===== src/rtl/mc_datapath_pkg.sv =====
// Shared definitions for the multi-cycle datapath: opcodes, FSM states, ALU selects.
// Used by mc_alu and mc_datapath.
package mc_datapath_pkg;

  localparam logic [3:0] OP_ADD  = 4'h0;
  localparam logic [3:0] OP_SUB  = 4'h1;
  localparam logic [3:0] OP_AND  = 4'h2;
  localparam logic [3:0] OP_OR   = 4'h3;
  localparam logic [3:0] OP_ADDI = 4'h4;
  localparam logic [3:0] OP_LW   = 4'h5;
  localparam logic [3:0] OP_SW   = 4'h6;
  localparam logic [3:0] OP_BEQ  = 4'h7;
  localparam logic [3:0] OP_HALT = 4'hF;

  typedef enum logic [2:0] {
    ST_FETCH  = 3'd0,
    ST_DECODE = 3'd1,
    ST_EXEC   = 3'd2,
    ST_MEM    = 3'd3,
    ST_WB     = 3'd4,
    ST_HALT   = 3'd5
  } state_e;

  typedef enum logic [2:0] {
    ALU_ADD = 3'd0,
    ALU_SUB = 3'd1,
    ALU_AND = 3'd2,
    ALU_OR  = 3'd3,
    ALU_EQ  = 3'd4
  } alu_op_e;

  function automatic logic is_legal(input logic [3:0] op);
    return (op <= OP_BEQ) || (op == OP_HALT);
  endfunction

endpackage


===== src/rtl/mc_alu.sv =====
// Combinational DATA_W-wide ALU shared by all instruction classes.
// Results wrap modulo 2^DATA_W; EQ yields the compare bit zero-extended.
module mc_alu
  import mc_datapath_pkg::*;
#(
  parameter int DATA_W = 16
) (
  input  logic [DATA_W-1:0] a_i,
  input  logic [DATA_W-1:0] b_i,
  input  logic [2:0]        op_i,
  output logic [DATA_W-1:0] y_o,
  output logic              eq_o
);

  assign eq_o = (a_i == b_i);

  always_comb begin
    y_o = a_i + b_i;
    case (op_i)
      ALU_ADD: y_o = a_i + b_i;
      ALU_SUB: y_o = a_i - b_i;
      ALU_AND: y_o = a_i & b_i;
      ALU_OR:  y_o = a_i | b_i;
      ALU_EQ:  y_o = {{(DATA_W-1){1'b0}}, eq_o};
      default: y_o = a_i + b_i;
    endcase
  end

endmodule


===== src/rtl/mc_datapath.sv =====
// Multi-cycle 16-bit-instruction CPU core: FETCH/DECODE/EXEC/MEM/WB/HALT sequencing.
// Optional `MC_DATAPATH_PERF_EN adds saturating cycle_cnt/instr_cnt outputs.
module mc_datapath
  import mc_datapath_pkg::*;
#(
  parameter int DATA_W = 16,
  parameter int PC_W   = 8
) (
  input  logic              clk,
  input  logic              Reset,
  output logic [PC_W-1:0]   imem_addr,
  input  logic [15:0]       imem_data,
  output logic [PC_W-1:0]   dmem_addr,
  output logic [DATA_W-1:0] dmem_wdata,
  output logic              dmem_we,
  input  logic [DATA_W-1:0] dmem_rdata,
  output logic              halted,
  output logic              illegal,
  output logic [PC_W-1:0]   pc
`ifdef MC_DATAPATH_PERF_EN
  ,
  output logic [31:0]       cycle_cnt,
  output logic [31:0]       instr_cnt
`endif
);

  state_e state_q, state_d;
  logic [PC_W-1:0]   pc_q;
  logic [15:0]       ir_q;
  logic [DATA_W-1:0] a_q, b_q, alu_q, mdr_q;
  logic              illegal_q;
  logic [DATA_W-1:0] regs_q [16];

  logic [3:0]        op, rd, rs, rt;
  logic signed [3:0] imm4;
  logic [DATA_W-1:0] imm_ext;
  logic [PC_W-1:0]   imm_pc;
  logic [DATA_W-1:0] rs_val, rt_val, rd_val;
  logic [DATA_W-1:0] alu_b, alu_y;
  logic              alu_eq;
  alu_op_e           alu_sel;

  assign op      = ir_q[15:12];
  assign rd      = ir_q[11:8];
  assign rs      = ir_q[7:4];
  assign rt      = ir_q[3:0];
  assign imm4    = ir_q[3:0];
  assign imm_ext = DATA_W'(imm4);
  assign imm_pc  = PC_W'(imm4);

  // R0 is hardwired to zero on read; writes to it are dropped in WB.
  assign rs_val = (rs == 4'd0) ? '0 : regs_q[rs];
  assign rt_val = (rt == 4'd0) ? '0 : regs_q[rt];
  assign rd_val = (rd == 4'd0) ? '0 : regs_q[rd];

  always_comb begin
    alu_sel = ALU_ADD;
    case (op)
      OP_SUB:  alu_sel = ALU_SUB;
      OP_AND:  alu_sel = ALU_AND;
      OP_OR:   alu_sel = ALU_OR;
      OP_BEQ:  alu_sel = ALU_EQ;
      default: alu_sel = ALU_ADD;
    endcase
  end

  assign alu_b = ((op <= OP_OR) || (op == OP_BEQ)) ? b_q : imm_ext;

  mc_alu #(.DATA_W(DATA_W)) u_alu (
    .a_i  (a_q),
    .b_i  (alu_b),
    .op_i (alu_sel),
    .y_o  (alu_y),
    .eq_o (alu_eq)
  );

  always_ff @(posedge clk or negedge Reset) begin
    if (!Reset) state_q <= ST_FETCH;
    else        state_q <= state_d;
  end

  always_comb begin
    state_d = state_q;
    case (state_q)
      ST_FETCH:  state_d = ST_DECODE;
      ST_DECODE: state_d = ST_EXEC;
      ST_EXEC: begin
        case (op)
          OP_ADD, OP_SUB, OP_AND, OP_OR, OP_ADDI: state_d = ST_WB;
          OP_LW, OP_SW:                           state_d = ST_MEM;
          OP_HALT:                                state_d = ST_HALT;
          default:                                state_d = ST_FETCH;
        endcase
      end
      ST_MEM:  state_d = (op == OP_LW) ? ST_WB : ST_FETCH;
      ST_WB:   state_d = ST_FETCH;
      ST_HALT: state_d = ST_HALT;
      default: state_d = ST_FETCH;
    endcase
  end

  always_ff @(posedge clk or negedge Reset) begin
    if (!Reset) begin
      pc_q      <= '0;
      ir_q      <= '0;
      a_q       <= '0;
      b_q       <= '0;
      alu_q     <= '0;
      mdr_q     <= '0;
      illegal_q <= 1'b0;
      for (int i = 0; i < 16; i++) regs_q[i] <= '0;
    end else begin
      case (state_q)
        ST_FETCH: begin
          ir_q <= imem_data;
          pc_q <= pc_q + PC_W'(1);
        end
        ST_DECODE: begin
          a_q <= rs_val;
          // SW stores rd and BEQ compares rd against rs, so both read rd into B.
          b_q <= ((op == OP_SW) || (op == OP_BEQ)) ? rd_val : rt_val;
        end
        ST_EXEC: begin
          alu_q <= alu_y;
          if ((op == OP_BEQ) && alu_eq) pc_q <= pc_q + imm_pc;
          if (!is_legal(op)) illegal_q <= 1'b1;
        end
        ST_MEM: begin
          if (op == OP_LW) mdr_q <= dmem_rdata;
        end
        ST_WB: begin
          if (rd != 4'd0) regs_q[rd] <= (op == OP_LW) ? mdr_q : alu_q;
        end
        default: ;
      endcase
    end
  end

  assign imem_addr  = pc_q;
  assign pc         = pc_q;
  assign dmem_addr  = PC_W'(alu_q);
  assign dmem_wdata = b_q;
  assign dmem_we    = (state_q == ST_MEM) && (op == OP_SW);
  assign halted     = (state_q == ST_HALT);
  assign illegal    = illegal_q;

`ifdef MC_DATAPATH_PERF_EN
  logic [31:0] cycle_cnt_q, instr_cnt_q;
  logic        instr_done;

  assign instr_done = (state_d == ST_FETCH) &&
                      ((state_q == ST_EXEC) || (state_q == ST_MEM) || (state_q == ST_WB));

  always_ff @(posedge clk or negedge Reset) begin
    if (!Reset) begin
      cycle_cnt_q <= '0;
      instr_cnt_q <= '0;
    end else begin
      if ((state_q != ST_HALT) && (cycle_cnt_q != '1)) cycle_cnt_q <= cycle_cnt_q + 32'd1;
      if (instr_done && (instr_cnt_q != '1))           instr_cnt_q <= instr_cnt_q + 32'd1;
    end
  end

  assign cycle_cnt = cycle_cnt_q;
  assign instr_cnt = instr_cnt_q;
`endif

endmodule


===== config.mk =====
export PLATFORM = sky130hd
export DESIGN_NAME = mc_datapath
export DESIGN_NICKNAME = d
export VERILOG_FILES = /design/src/rtl/mc_datapath_pkg.sv /design/src/rtl/mc_alu.sv /design/src/rtl/mc_datapath.sv
export SDC_FILE = /design/constraint.sdc
export NUM_CORES = 1
export LEC_CHECK = 0
export BUFFER_PORTS_ARGS = -buffer_cell sky130_fd_sc_hd__buf_2
export CAP_MARGIN = 10
export CORE_MARGIN = 4
export CORE_UTILIZATION = 35
export CTS_CLUSTER_DIAMETER = 30
export DETAILED_ROUTE_END_ITERATION = 6
export HOLD_SLACK_MARGIN = 0.15
export PLACE_DENSITY = 0.61
export SLEW_MARGIN = 30
export SYNTH_ARGS = -nofsm -noshare
export SYNTH_HDL_FRONTEND = slang
export SYNTH_SLANG_ARGS = --single-unit

===== constraint.sdc =====
create_clock -name clk -period 4.5 [get_ports clk]
set_input_delay 0.45 -clock clk [delete_from_list [all_inputs] [get_ports clk]]
set_output_delay 0.45 -clock clk [all_outputs]
set_load 0.01 [all_outputs]

==> results.toml, run 1 <==
[worst_setup_path]
worst_r2r_path_depth = 15
rrSetupSlack_ns = 0.29
critPathCaptureType = "flip-flop"
crit_fanout = 18
crit_path_start_kind = "flip-flop"
cp.arrival_ns = 4.68
r2r-start = "ir_q[12]$_DFFE_PN0P_"
crit_type = "reg2reg"
required_ns = 4.97
rr_endpoint = "alu_q[8]$_DFFE_PN0N_"

[yosys]
synth_nets = 2032
synth_seq_cells = 348
yosysSeqAreaShare_pct = 40.47
synth_edf_count = 0
synthFlopType = "dfrtp_1"
async_reset_ff_share_pct = 100.0
yosys_warnings = 0
syn_inst = 1937
syn_avg_cell_area_um2 = 11.11
ys_types = 73
syn_area_um2 = 21520

[final_layout]
area_growth_pct = 19.39
final_util_pct = 42.40
drive_above_1_share_pct = 27.69
nNetsFinal = 2090
n_antenna_cell = 0
final_common_cell = "dfrtp_1"
layout_common_cells = "dfrtp_1, mux4_2, nand2_1"
fillCellCount = 5585

[timing]
layout_setup_ws_ns = 0.2889
period_share_pct = 93.58
clock-skew-final_ns = 0.03003
fin_setup_tns_ns = 0
rsz0062_at_grt = "no"
worst_pin_slew_ns = 1.023
fmax_mhz = 237.5
period_needed_ns = 4.211
setup_viol = 0
hold_violations = 0
slew_headroom_pct = 31.80
hold_ws_ns = 0.3102
drv_slew = 0

[drt]
vias = 16510
wl_per_cell_um = 23.31
ant_nets = 0
post-route-drc-count = 2
first_pass_iters = 7
drt_iter0_drc = 1537
avgViaCountPerCell = 5.818
routed_wirelength_um = 66130

[clocking]
htree_levels = 3
postCtsResizedCells = 0
cts_buffer_depth = 3
numCtsBuffers = 80
cts_tree = "done"
clk_pin_slew_ns = 0.04
clkLatencyLatePin_ns = 0.60
cts-root-buf = "clkbuf_16"
post_cts_buffers = 0
cts_sinks = 348

[floorplan]
core_area_um2 = 60580
die_w_um = 255.9
rows = 90
ios = 77
initial_core_util_pct = 35.51
die_h_um = 255.9
die-area_um2 = 65500

[global_route]
grt_pass1_vias = 16970
antenna_found_initial = 0
grt_max_degree = 114
grt_pass1_wl_um = 102700
track_usage_pct = 20.01
gr-total-overflow = 0

[placed_design]
place_ws_ns = 0.3843
port_buffers = 76
routabilityCongestion = 0.9409
hpwl_um = 44090

[run_status]
failed_checks = "design-rule violations"
outcome = "finished with violations"

[job]
cap_violations = 0

[power]
p_leak_nw = 11.09
powerDensity_nw_per_um2 = 859.0
ir_drop_mv = 0.4690

[min_path]
min_path_type = "in2async"
==> worst max-delay path by stage <==
stage / from / endpoint / slack [ns] / depth (start not counted)
after floorplan: ir_q[12]$_DFFE_PN0P_ / alu_q[8]$_DFFE_PN0N_ / 0.84 / 13
after global placement: ir_q[12]$_DFFE_PN0P_ / alu_q[15]$_DFFE_PN0N_ / 0.49 / 15
after detailed placement: ir_q[12]$_DFFE_PN0P_ / alu_q[8]$_DFFE_PN0N_ / 0.38 / 15
after CTS: ir_q[12]$_DFFE_PN0P_ / alu_q[8]$_DFFE_PN0N_ / 0.36 / 15
after global routing: ir_q[12]$_DFFE_PN0P_ / alu_q[15]$_DFFE_PN0N_ / 0.09 / 15
final: ir_q[12]$_DFFE_PN0P_ / alu_q[8]$_DFFE_PN0N_ / 0.29 / 15
==> area by class of cell <==
cell class                      instances  area, µm²  share of cell area [%]
Clock buffer                          105       2197                   8.553
Clock inverter                         37      465.4                   1.812
Inverter                               72      270.3                   1.052
Multi-Input combinational cell       1322      11730                   45.67
Sequential cell                       348       8731                   33.99
Tap cell                              782      978.4                   3.809
Timing Repair Buffer                  171       1314                   5.114
==> worst max-delay path: stages, from the launching register on <==
cell     delay, ns
dfrtp_1       0.39
ha_1          0.35
inv_2         0.08
a21oi_1       0.07
buf_4         0.22
nor2b_1       0.44
buf_4         0.25
a21o_1        0.11
inv_1         0.07
ha_1          0.39
nor2b_1       0.31
o311a_1       0.28
nor2_1        0.11
o31ai_1       0.29
mux2_1        0.36
o32a_1        0.34
==> Yosys cell counts (27+ instances only) <==
cell type | n | area (µm²)
nor2b_1 | 27 | 168.9
o21ai_1 | 131 | 655.6
clkbuf_1 | 107 | 401.6
inv_1 | 48 | 180.2
nand2_1 | 184 | 690.7
nor2_1 | 187 | 701.9
a21oi_1 | 179 | 895.9
mux2i_1 | 38 | 380.4
buf_2 | 47 | 235.2
ha_1 | 58 | 725.7
mux4_2 | 224 | 5045
dfrtp_1 | 348 | 8708
==> where the power goes <==
part | switching (W) | leakage [nW] | internal [W]
sequential | 0.00180 | 4.62 | 0.00447
combinational | 0.00528 | 5.18 | 0.00479
clock | 0.00181 | 1.29 | 0.00392
total | 0.00888 | 11.1 | 0.0132
==> stage by stage <==
stage | instances | area, µm² | power, W
after CTS | 2836 | 25630 | 0.02206
after floorplan | 1937 | 21520 | 0.01322
after global routing | 2837 | 25690 | 0.02334
final | 2837 | 25690 | 0.02206
after detailed placement | 2661 | 22640 | 0.01620
after global placement | 2660 | 22590 | 0.01587
==> flip-flops by register name (all words and copies together), names as in the netlist <==
signal,flops
a_q,16
dmem_wdata,16
state_q,3
ir_q,16
illegal,1
imem_addr,8
mdr_q,16
regs_q,256
alu_q,16
==> kinds of logic (layout without fill, tap and decap cells) <==
logic type | after synthesis | in the layout | synth area share (%)
XOR/XNOR | 8 | 8 | 0.3256
AO/OA/AOI/OAI | 487 | 487 | 13.51
AND/OR/NAND/NOR | 467 | 467 | 9.328
flip-flops | 348 | 348 | 40.47
multiplexers | 299 | 299 | 27.15
buffers and inverters | 267 | 385 | 5.554
adder cells (fa/ha/maj) | 61 | 61 | 3.652
==> per-layer routing <==
metal | track usage, % | routed length [µm] | vias to the layer above
met4 | 8.213 | 2417 | 0
li1 | - | - | 7283
met3 | 3.977 | 4705 | 160
met5 | 0 | 0 | -
met2 | 34.54 | 33430 | 644
met1 | 24.66 | 25580 | 8419
==> repair_timing <==
item | 4_1_cts | 5_1_grt
hold endpoints to repair | 141 | 0
endpoints found under the setup margin | 0 | 0
hold buffers | 33 | 0
Note: power is estimated with default switching activity, not from simulation.
==> run 2: changes to the inputs <==
--- a/config.mk
+++ b/config.mk
@@ -13,6 +13,7 @@
 export DETAILED_ROUTE_END_ITERATION = 6
 export HOLD_SLACK_MARGIN = 0.15
 export PLACE_DENSITY = 0.61
+export SETUP_SLACK_MARGIN = 0.5
 export SLEW_MARGIN = 30
 export SYNTH_ARGS = -nofsm -noshare
 export SYNTH_HDL_FRONTEND = slang
==> run 2 against run 1 <==
  * The run now ends clean
  * Clock skew rose by 0.00068 ns
  * Critical path depth is 2 lower
  * Die area stayed put
  * Sequential share of layout area is essentially flat
  * First-iteration DRC count down 0.78%
  * Global-route usage barely moved
  * Non-clock buffer count unchanged
  * Utilization about the same
  * Wire length grew 0.26%
  * Via count barely moved
  * Maximum frequency is 8.4% higher
==> results.toml, run 2 (synthesis gave the netlist of run 1 again) <==
[run_status]
outcome = "finished, final reports clean"

[timing]
period_share_pct = 86.30
rsz0062_at_grt = "yes"
fmax_mhz = 257.5
clock-skew-final_ns = 0.03071
hold_ws_ns = 0.3108
hold_violations = 0
worst_pin_slew_ns = 1.041
fin_setup_tns_ns = 0
period_needed_ns = 3.883
slew_headroom_pct = 30.60
drv_slew = 0
setup_viol = 0

[clocking]
numCtsBuffers = 80
cts_buffer_depth = 3
post_cts_buffers = 0
cts-root-buf = "clkbuf_16"
htree_levels = 3
clkLatencyLatePin_ns = 0.60
clk_pin_slew_ns = 0.04
cts_tree = "done"
cts_sinks = 348

[final_layout]
final_util_pct = 42.44
final_common_cell = "dfrtp_1"
layout_common_cells = "dfrtp_1, mux4_2, nand2_1"
top_register = "regs_q"
largest_reg_flops = 256
fin_area_um2 = 25710
n_antenna_cell = 0
drive_above_1_share_pct = 27.83
area_growth_pct = 19.50
nNetsFinal = 2090

[drt]
post-route-drc-count = 0
avgViaCountPerCell = 5.815
ant_nets = 0
routed_wirelength_um = 66300
first_pass_iters = 7
wl_per_cell_um = 23.37
drt_iter0_drc = 1525
vias = 16500

[power]
ir_drop_mv = 0.4692
p_leak_nw = 11.09
powerDensity_nw_per_um2 = 859.6

[worst_setup_path]
crit_slowest_cell = "fa_1"
crit_fanout = 18
cp.arrival_ns = 4.35
required_ns = 4.97
crit_path_start_kind = "flip-flop"
cp_cell_sequence = "ha_4 > inv_2 > a21oi_1 > buf_6 > mux2_2 > ha_1 > fa_1 > nor3_2 > o311a_1 > nor2_1 > o31ai_1 > mux2_1 > o32a_1"
critPathCaptureType = "flip-flop"
crit_family = "compound AO/OA/AOI/OAI gates"
path_buf_inv = 2
crit_type = "reg2reg"
max_stage_delay_ns = 0.46

[global_route]
grt_pass1_vias = 16970
track_usage_pct = 20.01
grt_max_degree = 114
antenna_found_initial = 0
gr-total-overflow = 0
grt_pass1_wl_um = 102700

[floorplan]
ios = 77
initial_core_util_pct = 35.51
die-area_um2 = 65500
core_area_um2 = 60580
die_h_um = 255.9
rows = 90
die_w_um = 255.9

[placed_design]
hpwl_um = 44090
port_buffers = 76
placed_area_um2 = 22640
routabilityCongestion = 0.9409

[job]
cap_violations = 0

[min_path]
min_path_type = "in2async"
## run 2: stage by stage
stage,setup slack [ns],power (W),std cells
floorplan,0.8428,0.01322,1937
CTS,0.5038,0.02206,2836
global placement,0.4854,0.01587,2660
global route,0.4794,0.02337,2837
finish,0.6166,0.02210,2837
detailed placement,0.3843,0.01620,2661
## run 2: path summary, 6_finish.rpt
path	start	endpoint	slack [ns]	cells past startpoint
min reg2reg	regs_q[246]$_DFFE_PN0P_	regs_q[246]$_DFFE_PN0P_	0.41	0
min	Reset	imem_addr[5]$_DFFE_PN0P_	0.31	2
min in group clk	regs_q[246]$_DFFE_PN0P_	regs_q[246]$_DFFE_PN0P_	0.41	0
max in group asynchronous	Reset	regs_q[246]$_DFFE_PN0P_	3.03	4
max reg2reg	ir_q[12]$_DFFE_PN0P_	alu_q[8]$_DFFE_PN0N_	0.62	13
max	ir_q[12]$_DFFE_PN0P_	alu_q[8]$_DFFE_PN0N_	0.62	13
## run 2: power by group
group,switching (W),internal (W),leakage [nW]
registers,0.00180,0.00447,4.62
clock network,0.00181,0.00392,1.29
logic,0.00529,0.00480,5.18
total,0.00890,0.0132,11.1
## run 2: layout make-up
class	instances	area (µm²)
clock inverter	37	465.4
sequential	348	8731
inverter	72	270.3
timing repair buffer	171	1318
tap	782	978.4
multi-input combinational	1322	11750
clock buffer	105	2197
fill	5584	34870
## run 2: worst register-to-register path: cells and delay by family, from the launching register on
kind	cells	cell delay [ns]
DFF	1	0.42
muxes	2	0.76
and+or+nand+nor	2	0.33
buffers and inverters	2	0.27
AOI/OAI and AO/OA	4	1.07
adders and majority gates	3	0.93
## run 2: repair_timing
action / 4_1_cts / 5_1_grt
hold buffers: 33 / 0
endpoints found under the setup margin: 3 / 3
gates resized for setup: 2 / 4
hold endpoints to repair: 141 / 0
## run 2: layer usage
metal / vias up / part of all wire [%] / global-route usage, %
met3: 159 / 7.3 / 3.977
met2: 694 / 50 / 34.54
met5: - / 0 / 0
met1: 8377 / 39 / 24.66
li1: 7268 / - / -
met4: 0 / 3.6 / 8.213
